--- src/rtl/stage_sequencer_if.sv ---
// stage_sequencer_if
//   Bundles the stage-change request inputs and the sequencer status outputs.
//   master : active stage logic (drives flag/select, observes status)
//   slave  : stage_sequencer    (consumes flag/select, drives status)
//   Signals:
//     next_stage_flag [2:0] : 001 ADVANCE, 010 GAMEOVER, 100 RESTART, others ignored
//     stage_select    [1:0] : menu choice, used on ADVANCE from OPENING
//     cur_stage       [2:0] : 000 OPENING, 001..011 STAGE1..3, 100 FINISH
//     blank                 : high while a stage change is in progress
//     stage_start           : one-cycle pulse when cur_stage takes a new value
//     clear_count     [1:0] : stages cleared in the current game (saturates at 3)
interface stage_sequencer_if;
    logic [2:0] next_stage_flag;
    logic [1:0] stage_select;
    logic [2:0] cur_stage;
    logic       blank;
    logic       stage_start;
    logic [1:0] clear_count;

    modport master (
        output next_stage_flag, stage_select,
        input  cur_stage, blank, stage_start, clear_count
    );

    modport slave (
        input  next_stage_flag, stage_select,
        output cur_stage, blank, stage_start, clear_count
    );
endinterface

--- src/rtl/stage_sequencer.sv ---
// stage_sequencer
//   Sequences the game through OPENING -> STAGE1..3 -> FINISH. A request seen
//   in RUN latches its destination, then the block blanks for TRANS_CYCLES
//   cycles, switches cur_stage with a one-cycle stage_start pulse, and holds a
//   2-cycle GUARD window that swallows stale flags before sampling again.
//   Requests arriving during TRANS or GUARD are dropped.
//   Parameters:
//     TRANS_CYCLES   : blanking cycles per stage change (1..255)
//     FINISH_TIMEOUT : idle RUN cycles in FINISH before auto-restart (1..65535)
//   Ports:
//     clk   : system clock
//     reset : asynchronous, active-low reset
//     bus   : stage_sequencer_if.slave (flag/select in, status out)
//   Build option:
//     STAGE_SEQUENCER_TIMEOUT_EN : when defined, an idle counter in FINISH
//     issues an internal RESTART after FINISH_TIMEOUT cycles. An external
//     request in the same cycle takes priority.
module stage_sequencer #(
    parameter int TRANS_CYCLES   = 16,
    parameter int FINISH_TIMEOUT = 1024
) (
    input  logic              clk,
    input  logic              reset,
    stage_sequencer_if.slave  bus
);
    typedef enum logic [1:0] {RUN, TRANS, GUARD} state_t;

    localparam logic [2:0] OPENING = 3'd0;
    localparam logic [2:0] STAGE1  = 3'd1;
    localparam logic [2:0] STAGE2  = 3'd2;
    localparam logic [2:0] STAGE3  = 3'd3;
    localparam logic [2:0] FINISH  = 3'd4;

    localparam logic [2:0] FLAG_ADV  = 3'b001;
    localparam logic [2:0] FLAG_OVER = 3'b010;
    localparam logic [2:0] FLAG_RST  = 3'b100;

    localparam logic [7:0] TRANS_LAST = 8'(TRANS_CYCLES - 1);

    state_t     state, state_nxt;
    logic [7:0] cnt;          // remaining cycles of TRANS / GUARD, counts to 0
    logic [2:0] stage_q;
    logic [2:0] dest_q;
    logic       inc_q;        // pending change is an ADVANCE out of STAGE1..3
    logic [1:0] clear_q;

    logic       ext_ok;
    logic [2:0] ext_dest;
    logic       ext_inc;
    logic       req_ok;
    logic [2:0] req_dest;
    logic       req_inc;

    // Request decode against the current stage; gated by RUN further down.
    always_comb begin
        ext_ok   = 1'b0;
        ext_dest = stage_q;
        ext_inc  = 1'b0;
        case (bus.next_stage_flag)
            FLAG_ADV: begin
                ext_ok = 1'b1;
                case (stage_q)
                    OPENING: ext_dest = (bus.stage_select == 2'd3) ? STAGE3
                                                                   : STAGE1 + {1'b0, bus.stage_select};
                    STAGE1:  begin ext_dest = STAGE2; ext_inc = 1'b1; end
                    STAGE2:  begin ext_dest = STAGE3; ext_inc = 1'b1; end
                    STAGE3:  begin ext_dest = FINISH; ext_inc = 1'b1; end
                    FINISH:  ext_dest = OPENING;
                    default: ext_ok = 1'b0;
                endcase
            end
            FLAG_OVER: begin
                if (stage_q == STAGE1 || stage_q == STAGE2 || stage_q == STAGE3) begin
                    ext_ok   = 1'b1;
                    ext_dest = FINISH;
                end
            end
            FLAG_RST: begin
                ext_ok   = 1'b1;
                ext_dest = OPENING;
            end
            default: ;
        endcase
    end

`ifdef STAGE_SEQUENCER_TIMEOUT_EN
    logic [15:0] to_cnt;
    logic        to_fire;

    assign to_fire  = (state == RUN) && (stage_q == FINISH) &&
                      (to_cnt == 16'(FINISH_TIMEOUT - 1));
    // External request wins; a lone timeout behaves as RESTART.
    assign req_ok   = ext_ok | to_fire;
    assign req_dest = ext_ok ? ext_dest : OPENING;
    assign req_inc  = ext_ok & ext_inc;

    always_ff @(posedge clk or negedge reset) begin
        if (!reset)
            to_cnt <= '0;
        else if (bus.stage_start)
            to_cnt <= '0;
        else if (state == RUN && stage_q == FINISH && !req_ok)
            to_cnt <= to_cnt + 16'd1;
    end
`else
    assign req_ok   = ext_ok;
    assign req_dest = ext_dest;
    assign req_inc  = ext_inc;
`endif

    // State register plus its phase counter.
    always_ff @(posedge clk or negedge reset) begin
        if (!reset) begin
            state <= RUN;
            cnt   <= '0;
        end else begin
            state <= state_nxt;
            case (state)
                RUN:     cnt <= TRANS_LAST;
                TRANS:   cnt <= (cnt == 8'd0) ? 8'd1 : cnt - 8'd1;  // GUARD is 2 cycles
                GUARD:   cnt <= (cnt == 8'd0) ? 8'd0 : cnt - 8'd1;
                default: cnt <= '0;
            endcase
        end
    end

    // Next-state logic.
    always_comb begin
        state_nxt = state;
        case (state)
            RUN:     if (req_ok)      state_nxt = TRANS;
            TRANS:   if (cnt == 8'd0) state_nxt = GUARD;
            GUARD:   if (cnt == 8'd0) state_nxt = RUN;
            default: state_nxt = RUN;
        endcase
    end

    // Outputs decoded from state; stage_start is the first GUARD cycle,
    // which is exactly the cycle the new stage_q becomes visible.
    always_comb begin
        bus.blank       = (state == TRANS);
        bus.stage_start = (state == GUARD) && (cnt == 8'd1);
    end

    // Destination latch, stage register and clear counter.
    always_ff @(posedge clk or negedge reset) begin
        if (!reset) begin
            stage_q <= OPENING;
            dest_q  <= OPENING;
            inc_q   <= 1'b0;
            clear_q <= '0;
        end else begin
            if (state == RUN && req_ok) begin
                dest_q <= req_dest;
                inc_q  <= req_inc;
            end
            if (state == TRANS && cnt == 8'd0) begin
                stage_q <= dest_q;
                if (dest_q == OPENING)
                    clear_q <= '0;
                else if (inc_q && clear_q != 2'd3)
                    clear_q <= clear_q + 2'd1;
            end
        end
    end

    assign bus.cur_stage   = stage_q;
    assign bus.clear_count = clear_q;

endmodule

--- src/flat_wrapper.sv ---
// flat-port wrapper written by rule: the top's interface ports become plain ports
module stage_sequencer_flat 
#(
    parameter int TRANS_CYCLES   = 16,
    parameter int FINISH_TIMEOUT = 1024
)
  (clk, reset, bus_next_stage_flag, bus_stage_select, bus_cur_stage, bus_blank, bus_stage_start, bus_clear_count);
  stage_sequencer_if bus_i ();
  input  logic clk;
  input  logic reset;
  input wire logic [$bits(bus_i.next_stage_flag)-1:0] bus_next_stage_flag;
  input wire logic [$bits(bus_i.stage_select)-1:0] bus_stage_select;
  output wire logic [$bits(bus_i.cur_stage)-1:0] bus_cur_stage;
  output wire logic [$bits(bus_i.blank)-1:0] bus_blank;
  output wire logic [$bits(bus_i.stage_start)-1:0] bus_stage_start;
  output wire logic [$bits(bus_i.clear_count)-1:0] bus_clear_count;
  assign bus_i.next_stage_flag = bus_next_stage_flag;
  assign bus_i.stage_select = bus_stage_select;
  assign bus_cur_stage = bus_i.cur_stage;
  assign bus_blank = bus_i.blank;
  assign bus_stage_start = bus_i.stage_start;
  assign bus_clear_count = bus_i.clear_count;
  stage_sequencer #(.TRANS_CYCLES(TRANS_CYCLES), .FINISH_TIMEOUT(FINISH_TIMEOUT)) u_core (.clk(clk), .reset(reset), .bus(bus_i));
endmodule
--- config.mk ---
export PLATFORM = sky130hd
export DESIGN_NAME = stage_sequencer_flat
export DESIGN_NICKNAME = d
export VERILOG_FILES = /design/src/rtl/stage_sequencer_if.sv /design/src/rtl/stage_sequencer.sv /design/src/flat_wrapper.sv
export SDC_FILE = /design/constraint.sdc
export NUM_CORES = 1
export LEC_CHECK = 0
export CORE_MARGIN = 3
export CORE_UTILIZATION = 49
export CTS_BUF_LIST = sky130_fd_sc_hd__clkbuf_4 sky130_fd_sc_hd__clkbuf_8
export DETAILED_ROUTE_END_ITERATION = 10
export PLACE_DENSITY = 0.81
export SLEW_MARGIN = 30
export SYNTH_ARGS = -nofsm -noshare
export SYNTH_HDL_FRONTEND = slang
export SYNTH_SLANG_ARGS = --single-unit
--- constraint.sdc ---
create_clock -name clk -period 3.4 [get_ports clk]
set_input_delay 0.68 -clock clk [delete_from_list [all_inputs] [get_ports clk]]
set_output_delay 0.68 -clock clk [all_outputs]
set_load 0.02 [all_outputs]
==> results.md, run 1 <==
Worst setup path:
- For flop-to-flop paths, the worst setup slack is about 1600 ps.
- The critical path's slowest cell is clkdlybuf4s50_1.
- The startpoint type of the worst setup path is a flop.
- The critical path data required time is between 2000 and 3000 ps.
- The worst-path maximum fanout is 7.
- The critical path is of the flop to output pin type.
- The startpoint of the worst setup timing path is u_core.cnt[3]$_DFF_PN0_.
- The buffer and inverter count on the worst path is 1.
- The data arrival time of the critical path is 1990 ps.
- The termination of the worst setup path is bus_stage_start.
- The signal on the critical path passes through nor3_2 > and4_1 > clkdlybuf4s50_1.
- The total number of cells along the worst setup path is 3.
- On the worst path, the slowest cell contributes a delay of between 600 and 700 ps.
- The count of cells along the worst register-to-register path is 3.
- The worst register-to-register path ends at u_core.bus.clear_count[0]$_DFFE_PN0P_.
- In this run the critical register-to-register path is launched from u_core.state[0]$_DFFE_PN0P_.
- The kind of capture point of the worst setup path is an output pin.
- Grouping stages by cell kind, the critical path spends the most delay in simple AND/OR/NAND/NOR gates.

Drt:
- The iteration-0 DRC count of the detailed router is 35.
- The first detailed-routing pass ran for 4 iterations.
- The number of vias per cell is 5.76.
- The count of vias placed by the detailed router is 904.
- Dividing the detail-routed wire length by the instance count gives 14.2 µm.
- The detailed-route wire length is 2220 µm.
- The count of nets left with antenna violations once routing finished came out at 0.
- After detailed routing, the number of remaining DRC violations is 0.

Power:
- The static power due to leakage is 0.553 nW.
- VDD sags by at most 0.000407 V.
- For this design the ratio of total power to cell area is roughly 660 nW/µm².
- Overall power consumption after layout is estimated at 0.864 mW.

Clocking:
- The clock net in this run drives a total of 19 sinks.
- The buffer cell driving the clock tree root is clkbuf_4.
- The clock transition at the register clock pins on the worst setup and hold paths after CTS is 110 ps.
- In this run, CTS created clock tree buffers numbering 3.
- The clock reaches the later pin of the worst-skew pair after 300 ps.
- The clock tree from TritonCTS is yes.
- The number of H-tree levels is 1.
- Post-CTS timing repair inserted 0 buffers for setup.
- The clock passes through at most 2 buffers.
- After clock tree synthesis, the flow added hold-fix buffers numbering 0.
- After clock tree synthesis, the repair step resized 0 gates.

STA:
- The final-report max-slew violation count is 0.
- The post-route fraction of the period consumed by the critical path is 78.4%.
- The worst pin sits at a relative slew slack of 44.9%.
- Summed over all failing endpoints, the final setup total negative slack is 0 ps.
- The upper clock frequency limit is 0.375 GHz.
- At the pin with the least slew margin, the transition time is between 800 and 900 ps.
- The final setup violation count is 0.
- The hold violation total from the final report was 0.
- The minimum period implied by the final worst setup slack is 2670 ps.
- The final setup skew is 9.38 ps.
- The worst setup slack after layout is 735 ps.
- Setup repair after global routing left no endpoint under its margin.
- The worst hold slack is 538 ps.

Synth:
- During synthesis, Yosys emitted a total of 0 warnings.
- The top cell type by total area after synthesis is dfrtp_1.
- The simple logic cell fraction of the synthesized area is 22.5%.
- By area, the combinational part of the netlist is dominated by simple AND/OR/NAND/NOR gates.
- After Yosys synthesis, full adders, half adders and majority gates account for about 4.4% of the synthesized area.
- Synthesis produced between 100 and 150 cells.
- After synthesis the cells add up to 1140 µm².
- By area the synthesized netlist is led by dfrtp_1, o21ai_0, mux2_2, ha_1, nand2_1.
- For this run, asynchronously set or reset flops after synthesis account for 100%.
- In the synthesized netlist, the cells that appear most often are dfrtp_1, o21ai_0, nand2_1, nor2_1, a21oi_1.
- Counting distinct cell types in the post-synthesis netlist gives 42.
- The predominant post-synthesis flop cell is dfrtp_1.
- The multiplexer area fraction after synthesis is 5.82%.
- The synthesized net count is 128.
- Among all cell types in the netlist, the one instantiated most often is dfrtp_1.
- Each instance of the synthesized netlist takes up on average 9.74 µm².
- The area share of the largest cell type after synthesis is 41.7%.
- The xor and xnor fraction of the mapped netlist area is 3.84%.
- The synthesized flop and latch total is 19.
- In this run, synthesis inferred 0 flip-flops with an integrated enable.
- Summing the areas of all compound-gate instances in the mapped netlist gives ~18% of the synthesized area.
- The share of the yosys chip area belonging to registers is 41.7%.

Flow run:
- Max-cap violations in this run came to 0.

Finish:
- Excluding fillers, the count of instances in the completed layout stands at around 160.
- In the final design database the tool counted 142 nets.
- Relative to the synthesized area, the layout overhead comes to 14.4%.
- The proportion of layout cells with a drive suffix above 1 is 12.3%.
- The antenna diode count is 0.
- The area taken by multi-input logic gates is 618 µm².
- Registers take around 480 µm².
- The number of fill cells is 170.

Floorplanning:
- In this run the core area contains 16 standard-cell rows.
- Once the floorplan was initialized, standard cells occupied 54.7% of the core.
- The floorplan step defined a core boundary enclosing 2080 µm².
- The die covers 2940 µm².
- The floorplan step set the die height to about 54 µm.
- From left edge to right edge, the die measures 54.2 µm.
- The number of I/O pins is 14.

Place:
- Summed over all nets, the half-perimeter wirelength after detailed placement is about 1700 µm.
- The instance count after placement with tap cells included is 153.
- Input and output buffers added on the ports amount to 13.
- At the end of routability-driven placement, the weighted congestion stood at 0.763.
- Prior to clock tree synthesis, the placed netlist has a worst setup slack of 923 ps.

GRT:
- The met1 usage is 25.4%.
- The fraction of met2 tracks used by global routing is 29.1%.
- The layer carrying the most global-route usage is met2.
- The number of antenna violations at the first check in global routing is 0.
- Summed over all layers, the global routing overflow is 0.
- The met3 routing resource usage after global routing is 5.72%.
- Entering global routing, the biggest net connects 20 pins.
- The first global-routing pass estimated 3910 µm of wire.
- The via count of the first global-routing pass was 843.
- The total routing resource utilization after global routing is 18.6%.

Min path:
- The hold path startpoint is u_core.inc_q$_DFFE_PN0P_.
- The min-delay analysis places its worst path in the category flop to flop.

Run status:
- The flow ran to the end, and the final reports show no timing, DRC or antenna violations.
## metrics by stage
step / utilization [%] / cell area [µm²]
after CTS: 62.6 / 1300
after global routing: 62.6 / 1300
final: 62.6 / 1300
after global placement: 61.3 / 1280
after floorplan: - / 1140
after detailed placement: 61.3 / 1280
## flip-flops by register name, summed over array words and instances (netlist names)
signal	cells
u_core.cnt	8
u_core.dest_q	3
u_core.inc_q	1
u_core.bus.cur_stage	3
u_core.state	2
u_core.bus.clear_count	2
## layout by cell type, fill, tap and decap left out, types with 2 or more instances in the layout
cell	count
inv_1	5
a21oi_1	6
dfrtp_1	19
nor2b_1	3
nand3b_1	2
mux2_2	5
nor2_1	7
nand3_1	3
nand2_1	10
a21o_1	2
nor3b_1	3
clkbuf_4	3
nor2b_2	2
xnor2_1	3
clkdlybuf4s50_1	13
o21ai_0	12
o22ai_1	2
ha_1	4
xor2_1	2
nor3_1	3
## how the worst min path moves through the flow
stage / to / cells after the start / slack [ps]
after detailed placement: u_core.inc_q$_DFFE_PN0P_ / 1 / 510
after floorplan: u_core.bus.clear_count[0]$_DFFE_PN0P_ / 0 / 380
after global placement: u_core.inc_q$_DFFE_PN0P_ / 1 / 490
after CTS: u_core.inc_q$_DFFE_PN0P_ / 1 / 530
after global routing: u_core.inc_q$_DFFE_PN0P_ / 1 / 560
final: u_core.inc_q$_DFFE_PN0P_ / 1 / 540
## routing by layer
layer  share of wire (%)  vias up
li1                    -      446
met1                  47      432
met2                  48       24
met3                 4.5        2
met4                0.32        0
met5                   0        -
## area by class of cell
class	count	area share [%]
timing repair buffer	13	9.98
sequential	19	36.5
multi-input combinational	89	47.4
clock inverter	1	0.384
tap	27	2.59
clock buffer	3	1.73
inverter	5	1.44
## power by group
part | switching [mW] | internal [mW] | leakage, nW
registers | 0.0969 | 0.297 | 0.246
logic | 0.184 | 0.173 | 0.289
clock network | 0.0692 | 0.0438 | 0.0177
total | 0.350 | 0.514 | 0.553
## kinds of logic after synthesis
family,after synthesis
buf+inv,9
fa+ha+maj,4
simple gates,43
mux,6
compound gates,31
flops,19
xor+xnor,5
Note: power is estimated with default switching activity, not from simulation.
==> inputs of run 2 (changes only) <==
==> constraint.sdc (replaced) <==
create_clock -name clk -period 2.54 [get_ports clk]
set_input_delay 0.508 -clock clk [delete_from_list [all_inputs] [get_ports clk]]
set_output_delay 0.508 -clock clk [all_outputs]
set_load 0.02 [all_outputs]
==> run 2 against run 1 <==
Non-clock buffer count increased by 2. Global-route usage increased by 0.57 points. Via count increased by 2.0%. Register-to-register slack got worse by 880 ps. Die area unchanged. Largest power group unchanged. Utilization increased by 1.0 points.
==> results.md, run 2 (synthesis gave the netlist of run 1 again) <==
Worst setup path:
- The data arrival time of the critical path is 1860 ps (-130 ps).
- The buffer and inverter count on the worst path came to 1 (unchanged).
- For this design, the slowest cell found on the critical path is clkdlybuf4s50_1.
- The type of the worst setup path is flop to output pin.
- The worst-path maximum fanout is 12 (+5).
- The kind of capture point of the worst setup path is an output pin.
- The critical path data required time is 2030 ps (-690 ps).
- The delay of the slowest cell on the worst path is 650 ps (+40 ps).
- The startpoint type of the worst setup path is a flop.
- Broken down by cell family, the worst path's largest delay share belongs to buffers and inverters.
- The signal on the critical path passes through nor2b_2 > clkdlybuf4s50_1.

GRT:
- The number of antenna violations at the first check in global routing came to 0 (unchanged).
- The met3 routing resource usage after global routing is 6.27% (+0.54 points).
- The pin count of the biggest net entering global routing is 20 (unchanged).
- The total congestion overflow was 0 (unchanged).
- The first-pass GRT wire length is 4080 µm (+4.2%).
- The via count of the first global-routing pass came to 915 (+8.5%).
- The layer flagged by global routing as most heavily used is met2.
- The total routing resource utilization after global routing is 19.2% (+0.57 points).
- The fraction of met2 tracks used by global routing is 29.9% (+0.80 points).
- The met1 usage came to 25.4% (unchanged).

Drt:
- The average wire per cell in the routed design is 15.0 µm (+6.2%).
- The iteration-0 DRC count of the detailed router is 23 (-34%).
- The remaining routing DRC violations is 0 (unchanged).
- The detailed-route wire length came to 2390 µm (+7.6%).
- The post-route antenna net violation count is 0 (unchanged).
- The first-pass detailed-route iteration total is 4 (unchanged).
- The count of vias placed by the detailed router is 922 (+2.0%).
- The number of vias per cell is 5.80 (+0.71%).

STA:
- The final setup TNS is 0 ps (unchanged).
- For this run, the top clock speed supported by timing is ~0.42 GHz.
- The hold violation total from the final report is 0 (unchanged).
- The final setup violation count is 0 (unchanged).
- The final-report max-slew violation count is 0 (unchanged).
- The worst setup slack after layout is 176 ps (-559 ps).
- The post-route fraction of the period consumed by the critical path is 93.1%.
- Setup repair after global routing left no endpoint under its margin.
- The worst max-slew margin expressed relative to the limit is 66.4% (+22 points).
- The slew at the pin closest to its max-slew limit was 500 ps (-325 ps).
- The final setup skew is 5.86 ps (-3.52 ps).
- The minimum period implied by the final worst setup slack is 2360 ps.

Floorplanning:
- The die width is 54.2 µm (unchanged).
- The standard cell core area is 2080 µm² (unchanged).
- The full die area came to 2940 µm² (unchanged).
- The height of the die is 54.2 µm (unchanged).
- The starting density of the core is 54.7% (unchanged).
- The number of I/O pins is 14 (unchanged).
- The row count is 16 (unchanged).

Power:
- The fraction of power spent switching nets came to 40.8% (+0.33 points).
- The static power due to leakage is 0.562 nW (+1.6%).
- The total power after layout is 1.19 mW (+37%).
- The power per standard cell area was 896 nW/µm² (+35%).
- The combinational group share of total power is 42.2% (+0.9 points).
- The maximum vdd ir drop is 0.000532 V (+31%).
- The share of total power in sequential cells is 44.3% (-1.3 points).
- The design internal power is 0.703 mW (+37%).
- The switching power is 0.484 mW (+39%).
- The clock share of power came to 13.5% (+0.4 points).

Clocking:
- The post-cts gate resize count came to 0 (unchanged).
- The clock transition at the register clock pins on the worst setup and hold paths after CTS is 120 ps (about the same).
- The number of buffers added by the clock tree synthesis step is 3 (unchanged).
- The number of H-tree levels is 1 (unchanged).
- TritonCTS built the clock tree.
- The root buffer cell chosen for the clock tree is clkbuf_4.
- The buffer depth of the longest clock path is 2 (unchanged).
- The number of buffers added for setup after CTS is 0 (unchanged).
- The clock latency on the worst-skew pair was 300 ps (about the same).
- The number of hold buffers added after cts is 0 (unchanged).
- The number of clock sinks seen by CTS was 19 (unchanged).

Finish:
- The antenna diode count came to 0 (unchanged).
- From synthesis to final layout, the design area changed by 16.2%.
- In the layout the commonest cells are dfrtp_1, clkdlybuf4s50_1, o21ai_0, nand2_1, nor2_1.
- The flip-flop count of the largest register, all copies and words added was 8 (unchanged).
- The utilization after layout was 63.6% (+1.0 points).
- The number of nets in the layout is 144 (+1.4%).
- The proportion of layout cells with a drive suffix above 1 is 15.2% (+2.8 points).
- Leaving out fill and tap cells, the most frequent cell in the layout is dfrtp_1.
- The register with the highest flop count is u_core.cnt.

Place:
- The count of input and output buffers came to 13 (unchanged).
- The post-placement worst setup slack came to 225 ps (-698 ps).
- The sum of net half-perimeters after detailed placement came to 1740 µm (+3.0%).
- The routability congestion estimate is 0.773 (+1.4%).

Run status:
- The flow ran to the end, and the final reports show no timing, DRC or antenna violations.

Min path:
- The worst hold path class is input port to asynchronous set/reset pin.

Flow run:
- The max-cap violation count is 0 (unchanged).
## run 2: power by group through the flow
stage	clock network [mW]	registers, mW	logic, mW
floorplan	0	0.490	0.383
global placement	0	0.525	0.474
detailed placement	0	0.529	0.493
CTS	0.164	0.523	0.501
global route	0.182	0.545	0.566
finish	0.160	0.526	0.501
## run 2: per-layer routing
metal	routed length, µm	vias to the layer above	share of wire (%)
li1	-	448	-
met1	1050	436	44
met2	1150	31	48
met3	131	7	5.5
met4	49	0	2.1
met5	0	-	0
## run 2: path summary, 6_finish.rpt
kind,start,end,slack (ps),cells past startpoint
setup / recovery,u_core.state[0]$_DFFE_PN0P_,bus_blank,180,2
setup reg to reg,u_core.state[0]$_DFFE_PN0P_,u_core.bus.clear_count[0]$_DFFE_PN0P_,720,3
hold / removal,reset,u_core.bus.cur_stage[2]$_DFFE_PN0P_,510,2
min in group clk,u_core.inc_q$_DFFE_PN0P_,u_core.inc_q$_DFFE_PN0P_,550,1
max in group asynchronous,reset,u_core.state[1]$_DFFE_PN0P_,1810,2
hold reg to reg,u_core.inc_q$_DFFE_PN0P_,u_core.inc_q$_DFFE_PN0P_,550,1
## run 2: final cells by class
cell class | instances | area (µm²)
inverter | 5 | 18.8
clock buffer | 3 | 22.5
tap | 27 | 33.8
fill | 186 | 757
clock inverter | 1 | 5.00
sequential | 19 | 477
timing repair buffer | 15 | 145
multi-input combinational | 89 | 623
## run 2: worst register-to-register path, cell delays in order (launching register included)
cell and delay [ps]:
dfrtp_1 570, nor2b_2 330, nand4_1 330, o41ai_1 480
## run 2: per-stage QoR
step                      cell area [µm²]  cells  hold slack [ps]
after global placement               1290    155              492
after detailed placement             1290    155              502
after floorplan                      1140    117              212
after global routing                 1330    159              517
after CTS                            1320    159              517
final                                1330    159              513
